<file path="src/rtl/ysyx22041405_ifu_fetch_if.sv">
// ysyx22041405_ifu_fetch_if: instruction-memory request/response bus plus the IFU->IDU instruction handoff.
interface ysyx22041405_ifu_fetch_if #(
  parameter int WIDTH = 32
);
  logic             imem_req_valid;
  logic             imem_req_ready;
  logic [WIDTH-1:0] imem_req_addr;
  logic             imem_rsp_valid;
  logic [31:0]      imem_rsp_data;
  logic             imem_rsp_err;
  logic             if_valid;
  logic             if_ready;
  logic [WIDTH-1:0] if_pc;
  logic [31:0]      if_inst;
  logic             if_fault;
  modport master (
    output imem_req_valid, imem_req_addr, if_valid, if_pc, if_inst, if_fault,
    input  imem_req_ready, imem_rsp_valid, imem_rsp_data, imem_rsp_err, if_ready
  );
  modport slave (
    input  imem_req_valid, imem_req_addr, if_valid, if_pc, if_inst, if_fault,
    output imem_req_ready, imem_rsp_valid, imem_rsp_data, imem_rsp_err, if_ready
  );
endinterface

</file>
<file path="src/rtl/ysyx22041405_ifu_fetch.sv">
// ysyx22041405_ifu_fetch: single-outstanding instruction fetch with redirect squash and held IDU slot.
// Optional YSYX22041405_IFU_MISALIGN_EN turns misaligned fetch PCs into fault slots instead of aligning them.
module ysyx22041405_ifu_fetch #(
  parameter int               WIDTH    = 32,
  parameter logic [WIDTH-1:0] RESET_PC = 32'h8000_0000
) (
  input  logic                 clk,
  input  logic                 rst,
  input  logic                 exu_redirect_valid,
  input  logic [WIDTH-1:0]     exu_next_pc,
  ysyx22041405_ifu_fetch_if.master bus
);
  typedef enum logic [1:0] {IDLE, REQ, WAIT, HOLD} state_t;
  state_t           state_q, state_d;
  logic [WIDTH-1:0] pc_q, pc_d, faddr_q, hold_pc_q, hold_pc_d;
  logic [31:0]      hold_inst_q, hold_inst_d;
  logic             hold_fault_q, hold_fault_d, kill_q, kill_d, misal, load_faddr;
`ifdef YSYX22041405_IFU_MISALIGN_EN
  localparam logic [WIDTH-1:0] ADDR_MASK = '1;
  assign misal = faddr_q[1:0] != 2'b00;
`else
  localparam logic [WIDTH-1:0] ADDR_MASK = ~WIDTH'(3);
  assign misal = 1'b0;
`endif
  always_comb begin
    state_d      = state_q;
    pc_d         = pc_q;
    kill_d       = kill_q;
    hold_pc_d    = hold_pc_q;
    hold_inst_d  = hold_inst_q;
    hold_fault_d = hold_fault_q;
    case (state_q)
      IDLE: begin
        state_d = REQ;
        kill_d  = kill_q | exu_redirect_valid;
      end
      REQ: begin
        if (misal) begin
          state_d      = exu_redirect_valid ? REQ : HOLD;
          hold_pc_d    = exu_redirect_valid ? hold_pc_q : faddr_q;
          hold_inst_d  = exu_redirect_valid ? hold_inst_q : 32'h0;
          hold_fault_d = exu_redirect_valid ? hold_fault_q : 1'b1;
        end else begin
          kill_d  = kill_q | exu_redirect_valid;
          state_d = bus.imem_req_ready ? WAIT : REQ;
        end
      end
      WAIT: begin
        // A response arriving with a redirect is the squashed one, so the kill is consumed here.
        if (bus.imem_rsp_valid && (kill_q || exu_redirect_valid)) begin
          kill_d  = 1'b0;
          state_d = REQ;
        end else if (bus.imem_rsp_valid) begin
          state_d      = HOLD;
          hold_pc_d    = faddr_q;
          hold_inst_d  = bus.imem_rsp_err ? 32'h0 : bus.imem_rsp_data;
          hold_fault_d = bus.imem_rsp_err;
        end else begin
          kill_d = kill_q | exu_redirect_valid;
        end
      end
      HOLD: begin
        state_d = (exu_redirect_valid || bus.if_ready) ? REQ : HOLD;
        pc_d    = bus.if_ready ? hold_pc_q + WIDTH'(4) : pc_q;
      end
    endcase
    if (exu_redirect_valid) pc_d = exu_next_pc;
    load_faddr = state_d == REQ && (state_q != REQ || misal);
  end
  always_ff @(posedge clk or negedge rst) begin
    if (!rst) begin
      state_q      <= IDLE;
      pc_q         <= RESET_PC;
      faddr_q      <= '0;
      kill_q       <= 1'b0;
      hold_pc_q    <= '0;
      hold_inst_q  <= 32'h0;
      hold_fault_q <= 1'b0;
    end else begin
      state_q      <= state_d;
      pc_q         <= pc_d;
      kill_q       <= kill_d;
      hold_pc_q    <= hold_pc_d;
      hold_inst_q  <= hold_inst_d;
      hold_fault_q <= hold_fault_d;
      if (load_faddr) faddr_q <= pc_d & ADDR_MASK;
    end
  end
  assign bus.imem_req_valid = state_q == REQ && !misal;
  assign bus.imem_req_addr  = faddr_q;
  assign bus.if_valid       = state_q == HOLD;
  assign bus.if_pc          = hold_pc_q;
  assign bus.if_inst        = hold_inst_q;
  assign bus.if_fault       = hold_fault_q;
endmodule

</file>
<file path="src/flat_wrapper.sv">
// flat-port wrapper written by rule: the top's interface ports become plain ports
module ysyx22041405_ifu_fetch_flat 
#(
  parameter int               WIDTH    = 32,
  parameter logic [WIDTH-1:0] RESET_PC = 32'h8000_0000
)
  (clk, rst, exu_redirect_valid, exu_next_pc, bus_imem_req_valid, bus_imem_req_addr, bus_if_valid, bus_if_pc, bus_if_inst, bus_if_fault, bus_imem_req_ready, bus_imem_rsp_valid, bus_imem_rsp_data, bus_imem_rsp_err, bus_if_ready);
  ysyx22041405_ifu_fetch_if #(.WIDTH(WIDTH)) bus_i ();
  input  logic clk;
  input  logic rst;
  input  logic exu_redirect_valid;
  input  logic [WIDTH-1:0] exu_next_pc;
  output wire logic [$bits(bus_i.imem_req_valid)-1:0] bus_imem_req_valid;
  output wire logic [$bits(bus_i.imem_req_addr)-1:0] bus_imem_req_addr;
  output wire logic [$bits(bus_i.if_valid)-1:0] bus_if_valid;
  output wire logic [$bits(bus_i.if_pc)-1:0] bus_if_pc;
  output wire logic [$bits(bus_i.if_inst)-1:0] bus_if_inst;
  output wire logic [$bits(bus_i.if_fault)-1:0] bus_if_fault;
  input wire logic [$bits(bus_i.imem_req_ready)-1:0] bus_imem_req_ready;
  input wire logic [$bits(bus_i.imem_rsp_valid)-1:0] bus_imem_rsp_valid;
  input wire logic [$bits(bus_i.imem_rsp_data)-1:0] bus_imem_rsp_data;
  input wire logic [$bits(bus_i.imem_rsp_err)-1:0] bus_imem_rsp_err;
  input wire logic [$bits(bus_i.if_ready)-1:0] bus_if_ready;
  assign bus_imem_req_valid = bus_i.imem_req_valid;
  assign bus_imem_req_addr = bus_i.imem_req_addr;
  assign bus_if_valid = bus_i.if_valid;
  assign bus_if_pc = bus_i.if_pc;
  assign bus_if_inst = bus_i.if_inst;
  assign bus_if_fault = bus_i.if_fault;
  assign bus_i.imem_req_ready = bus_imem_req_ready;
  assign bus_i.imem_rsp_valid = bus_imem_rsp_valid;
  assign bus_i.imem_rsp_data = bus_imem_rsp_data;
  assign bus_i.imem_rsp_err = bus_imem_rsp_err;
  assign bus_i.if_ready = bus_if_ready;
  ysyx22041405_ifu_fetch #(.WIDTH(WIDTH), .RESET_PC(RESET_PC)) u_core (.clk(clk), .rst(rst), .exu_redirect_valid(exu_redirect_valid), .exu_next_pc(exu_next_pc), .bus(bus_i));
endmodule
</file>
<file path="config.mk">
export PLATFORM = sky130hd
export DESIGN_NAME = ysyx22041405_ifu_fetch_flat
export DESIGN_NICKNAME = d
export VERILOG_FILES = /design/src/rtl/ysyx22041405_ifu_fetch_if.sv /design/src/rtl/ysyx22041405_ifu_fetch.sv /design/src/flat_wrapper.sv
export SDC_FILE = /design/constraint.sdc
export NUM_CORES = 1
export LEC_CHECK = 0
export CORE_ASPECT_RATIO = 2
export CORE_MARGIN = 2
export CORE_UTILIZATION = 35
export DETAILED_ROUTE_END_ITERATION = 10
export GPL_TIMING_DRIVEN = 0
export SETUP_SLACK_MARGIN = 0.02
export SYNTH_ARGS = -nofsm -noshare
export SYNTH_HDL_FRONTEND = slang
export SYNTH_SLANG_ARGS = --single-unit
export TNS_END_PERCENT = 10
</file>
<file path="constraint.sdc">
create_clock -name clk -period 3.5 [get_ports clk]
set_input_delay 0.35 -clock clk [delete_from_list [all_inputs] [get_ports clk]]
set_output_delay 0.35 -clock clk [all_outputs]
set_load 0.03 [all_outputs]
</file>
==> metrics.md <==
| Metric | Value |
|---|---|
| Syn Area/Cell | `9.20 um^2` |
| Ys flop type | `dfrtp_1` |
| DRT Pass-1 Iters | `5` |
| Clk sinks | `126` |
| Routed via count | `5,556` |
| Residual DRC | `0` |
| Die width | `96.8 um` |
| Fin. max-slew vios | `0` |
| CTS root buf | `clkbuf_16` |
| Status | `finished, final reports clean` |
| Slew margin rel. | `38.0%` |
| Hold depth | `2` |
| Area of the multi-input gates | `2600 um^2` |
| TritonCTS buffer count | `17` |
| First-pass GRT wire length | `31.4 mm` |
| Synthesized flop and latch total | `126` |
| Final Skew | `0.0117 ns` |
| Mapped Area | `6020 um^2` |
| Initial antenna violation count | `1` |
| Detail Route Antenna Nets | `0` |
| Hold EP | `u_core.bus.if_inst[20]` |
| Starting Density | `35.7%` |
| Hold Vio Cnt, Final | `0` |
| Crit path DAT | `3.10 ns` |
| CP max stage cell | `clkbuf_1` |
| Internal | `4410 uW` |
| RSZ-0062 raised after global routing | `no` |
| Crit path max-delay family | `buffers and inverters` |
| Actual slew at the worst max-slew pin | `0.921 ns` |
| Core area | `16,800 um^2` |
| PnR worst setup slack | `0.752 ns` |
| Most common cell after layout, fill and taps aside | `nand2_1` |
| Max cap viols | `0` |
| Tot GR Track Use | `21.7%` |
| Port Buffers | `162` |
| Final setup viols | `0` |
| P&R area growth vs syn | `42.8%` |
| Number of synthesized flops with an enable pin | `0` |
| Max Freq | `364 MHz` |
| Die Ht | `190 um` |
| Commonest non-fill, non-tap cells in the layout | `nand2_1, clkdlybuf4s50_1, dfrtp_1` |
| Final Cycle Share | `78.5%` |
| Nets@finish | `913` |
| Clock buffer depth | `2` |
| Worst Path Max Fanout | `10` |
| Worst VDD drop | `415 uV` |
| Sequence of cells on the critical path | `clkbuf_1 -> nand2b_1 -> nor3_1 -> clkbuf_1 -> buf_1 -> nand2_1 -> nand2_1` |
| Crit path kind | `reg2reg` |
| I/O pin count | `170` |
| WL per Instance | `18.7 um` |
| Share of layout cells above drive strength 1 | `8.67%` |
| Clock power share | `26.3%` |
| Synth unique cells | `54` |
| Std-Cell Rows | `67` |
| Worst path max stage delay | `0.60 ns` |
| Dpl ws | `0.546 ns` |
| CTS tree | `done` |
| Hold path start | `u_core.bus.if_inst[20]` |
| DR iter-0 viols | `261` |
| Post-DP HPWL | `14.9 mm` |
| R2R Setup Slk | `0.75 ns` |
| Syn. warnings | `0` |
| Worst-path clk slew | `0.06 ns` |
| RR Endpoint | `u_core.bus.if_pc[18]` |
| WL final | `19.8 mm` |
| Post-synthesis sequential area ratio | `52.4%` |
| GP Congestion | `0.844` |
| Period minus WS final | `2.75 ns` |
| Vias per inst | `5.23` |
| DIE AREA | `18,300 um^2` |
| Critical Path RT | `3.85 ns` |
| Seq pwr share | `32.8%` |
| CP endpoint kind | `flop` |
| Fraction of registers with async set/reset | `100%` |
| Grt total ovfl | `0` |
| FF-to-FF Start | `u_core.state_q[1]` |
| Synth Instances | `655` |
| Net switching power figure | `2870 uW` |
| Power Dens Cells | `847 nW/um^2` |
| Pin count of the biggest net entering global routing | `68` |
| Vias in the first global route | `5,983` |
| FILL cells | `1,601` |
| Sequential Area | `3150 um^2` |
| Htree depth | `4` |
| CP bufs+invs | `3` |
| Crit start category | `flop` |
| Part of the power in combinational logic | `40.9%` |
| Reg2reg path depth | `7` |
| Post-CTS sizing | `0` |
| Clock latency on the worst-skew pair | `0.42 ns` |
| Worst hold path class | `reg2reg` |
| Pleak | `0.00378 uW` |
| Final core occ | `51.0%` |
| Switching part of the total | `39.5%` |
==> kinds of logic (layout without fill, tap and decap cells) <==
group	count (synthesis)	count (layout)	share of synthesized area, %
other cells	1	5	0.0623
buf+inv	55	251	4.59
mux	23	23	4.20
flops	126	126	52.4
simple gates	346	346	27.0
xor+xnor	7	7	1.02
fa+ha+maj	1	1	0.208
compound gates	96	96	10.6
==> synthesized netlist by cell type, drive strengths merged, types with 2 or more instances <==
cell type | n | area [um^2]
a22oi | 2 | 15.0
o21ai | 24 | 120
nor4 | 10 | 62.6
nor2 | 37 | 139
mux2i | 5 | 50.1
nor3 | 8 | 40.0
nand2 | 203 | 764
nand3b | 33 | 248
mux2 | 18 | 203
a311oi | 5 | 43.8
and4 | 6 | 53.8
xnor2 | 6 | 52.6
clkbuf | 30 | 113
o21a | 2 | 15.0
a311o | 4 | 40.0
a21o | 5 | 37.5
nand3 | 15 | 75.1
dfrtp | 125 | 3130
inv | 7 | 26.3
nand4 | 9 | 71.3
a21oi | 18 | 90.1
o22ai | 4 | 25.0
o31ai | 10 | 75.1
or3 | 6 | 38.8
and3 | 5 | 31.3
o221ai | 3 | 26.3
or4 | 8 | 60.1
buf | 17 | 129
a21boi | 2 | 15.0
a31oi | 7 | 43.8
o31a | 6 | 53.8
==> layer usage <==
metal  global-route usage [%]  routed length (um)  part of all wire [%]
met5                        0                   0                     0
met4                     10.3                 764                   3.9
met3                     4.47                 848                   4.3
met2                     42.3               11200                    56
met1                     21.5                7050                    36
==> worst max path at each step <==
| stage | from | endpoint | slack [ns] | cells after the start |
|---|---|---|---|---|
| after detailed placement | bus_imem_rsp_valid | u_core.bus.if_pc[18] | 0.55 | 7 |
| after floorplan | u_core.bus.if_pc[15] | u_core.bus.imem_req_addr[29] | 1.03 | 7 |
| after CTS | u_core.state_q[1] | u_core.bus.if_pc[18] | 0.65 | 7 |
| after global placement | rst | u_core.bus.if_pc[13] | -2.93 | 1 |
| after global routing | u_core.state_q[1] | u_core.bus.if_pc[18] | 0.39 | 7 |
| final | u_core.state_q[1] | u_core.bus.if_pc[18] | 0.75 | 7 |
==> power by group through the flow <==
stage                     Clock [uW]  Combinational [uW]  Sequential (uW)
final                           1920                2980             2390
after global routing            2000                3180             2450
after CTS                       1930                3000             2390
after detailed placement           0                2990             2410
after global placement             0                2950             2390
after floorplan                    0                 977             3060
==> area by class of cell <==
type / instances / share of cell area [%]
antenna: 1 / 0.0291
buffer: 48 / 2.91
clock buffer: 20 / 5.31
clock inverter: 12 / 2.15
inverter: 7 / 0.306
multi-input combinational: 477 / 30.3
sequential: 126 / 36.7
tap: 207 / 3.01
timing repair buffer: 164 / 19.3
==> per-stage QoR <==
stage	instances	instance area [um^2]	total power [uW]	hold WS, ns	setup TNS (ns)
2_1_floorplan	658	6030	4040	0.0544	0
3_3_place_gp	1027	7920	5330	0.452	-366.52
3_5_place_dp	1028	7940	5390	0.372	0
4_1_cts	1061	8600	7320	0.475	0
5_1_grt	1062	8600	7640	0.491	0
6_report	1062	8600	7280	0.470	0
==> state kept, by name, summed over array words and instances, names as in the netlist <==
name / count
u_core.bus.if_inst: 32
u_core.bus.if_pc: 30
u_core.bus.imem_req_addr: 30
u_core.pc_q: 30
u_core.state_q: 2
u_core.bus.if_fault: 1
u_core.kill_q: 1
==> worst min-delay path, cell delays in order, from the launching register on <==
cell and delay, ns:
dfrtp_1 0.34, nand2_1 0.05, nand2_1 0.05
==> what timing repair did <==
item | CTS | global route
hold buffers | 1 | 0
endpoints found under the hold margin | 58 | 0
setup buffers | 0 | 0
No activity file was read; power rests on OpenSTA's default activity.
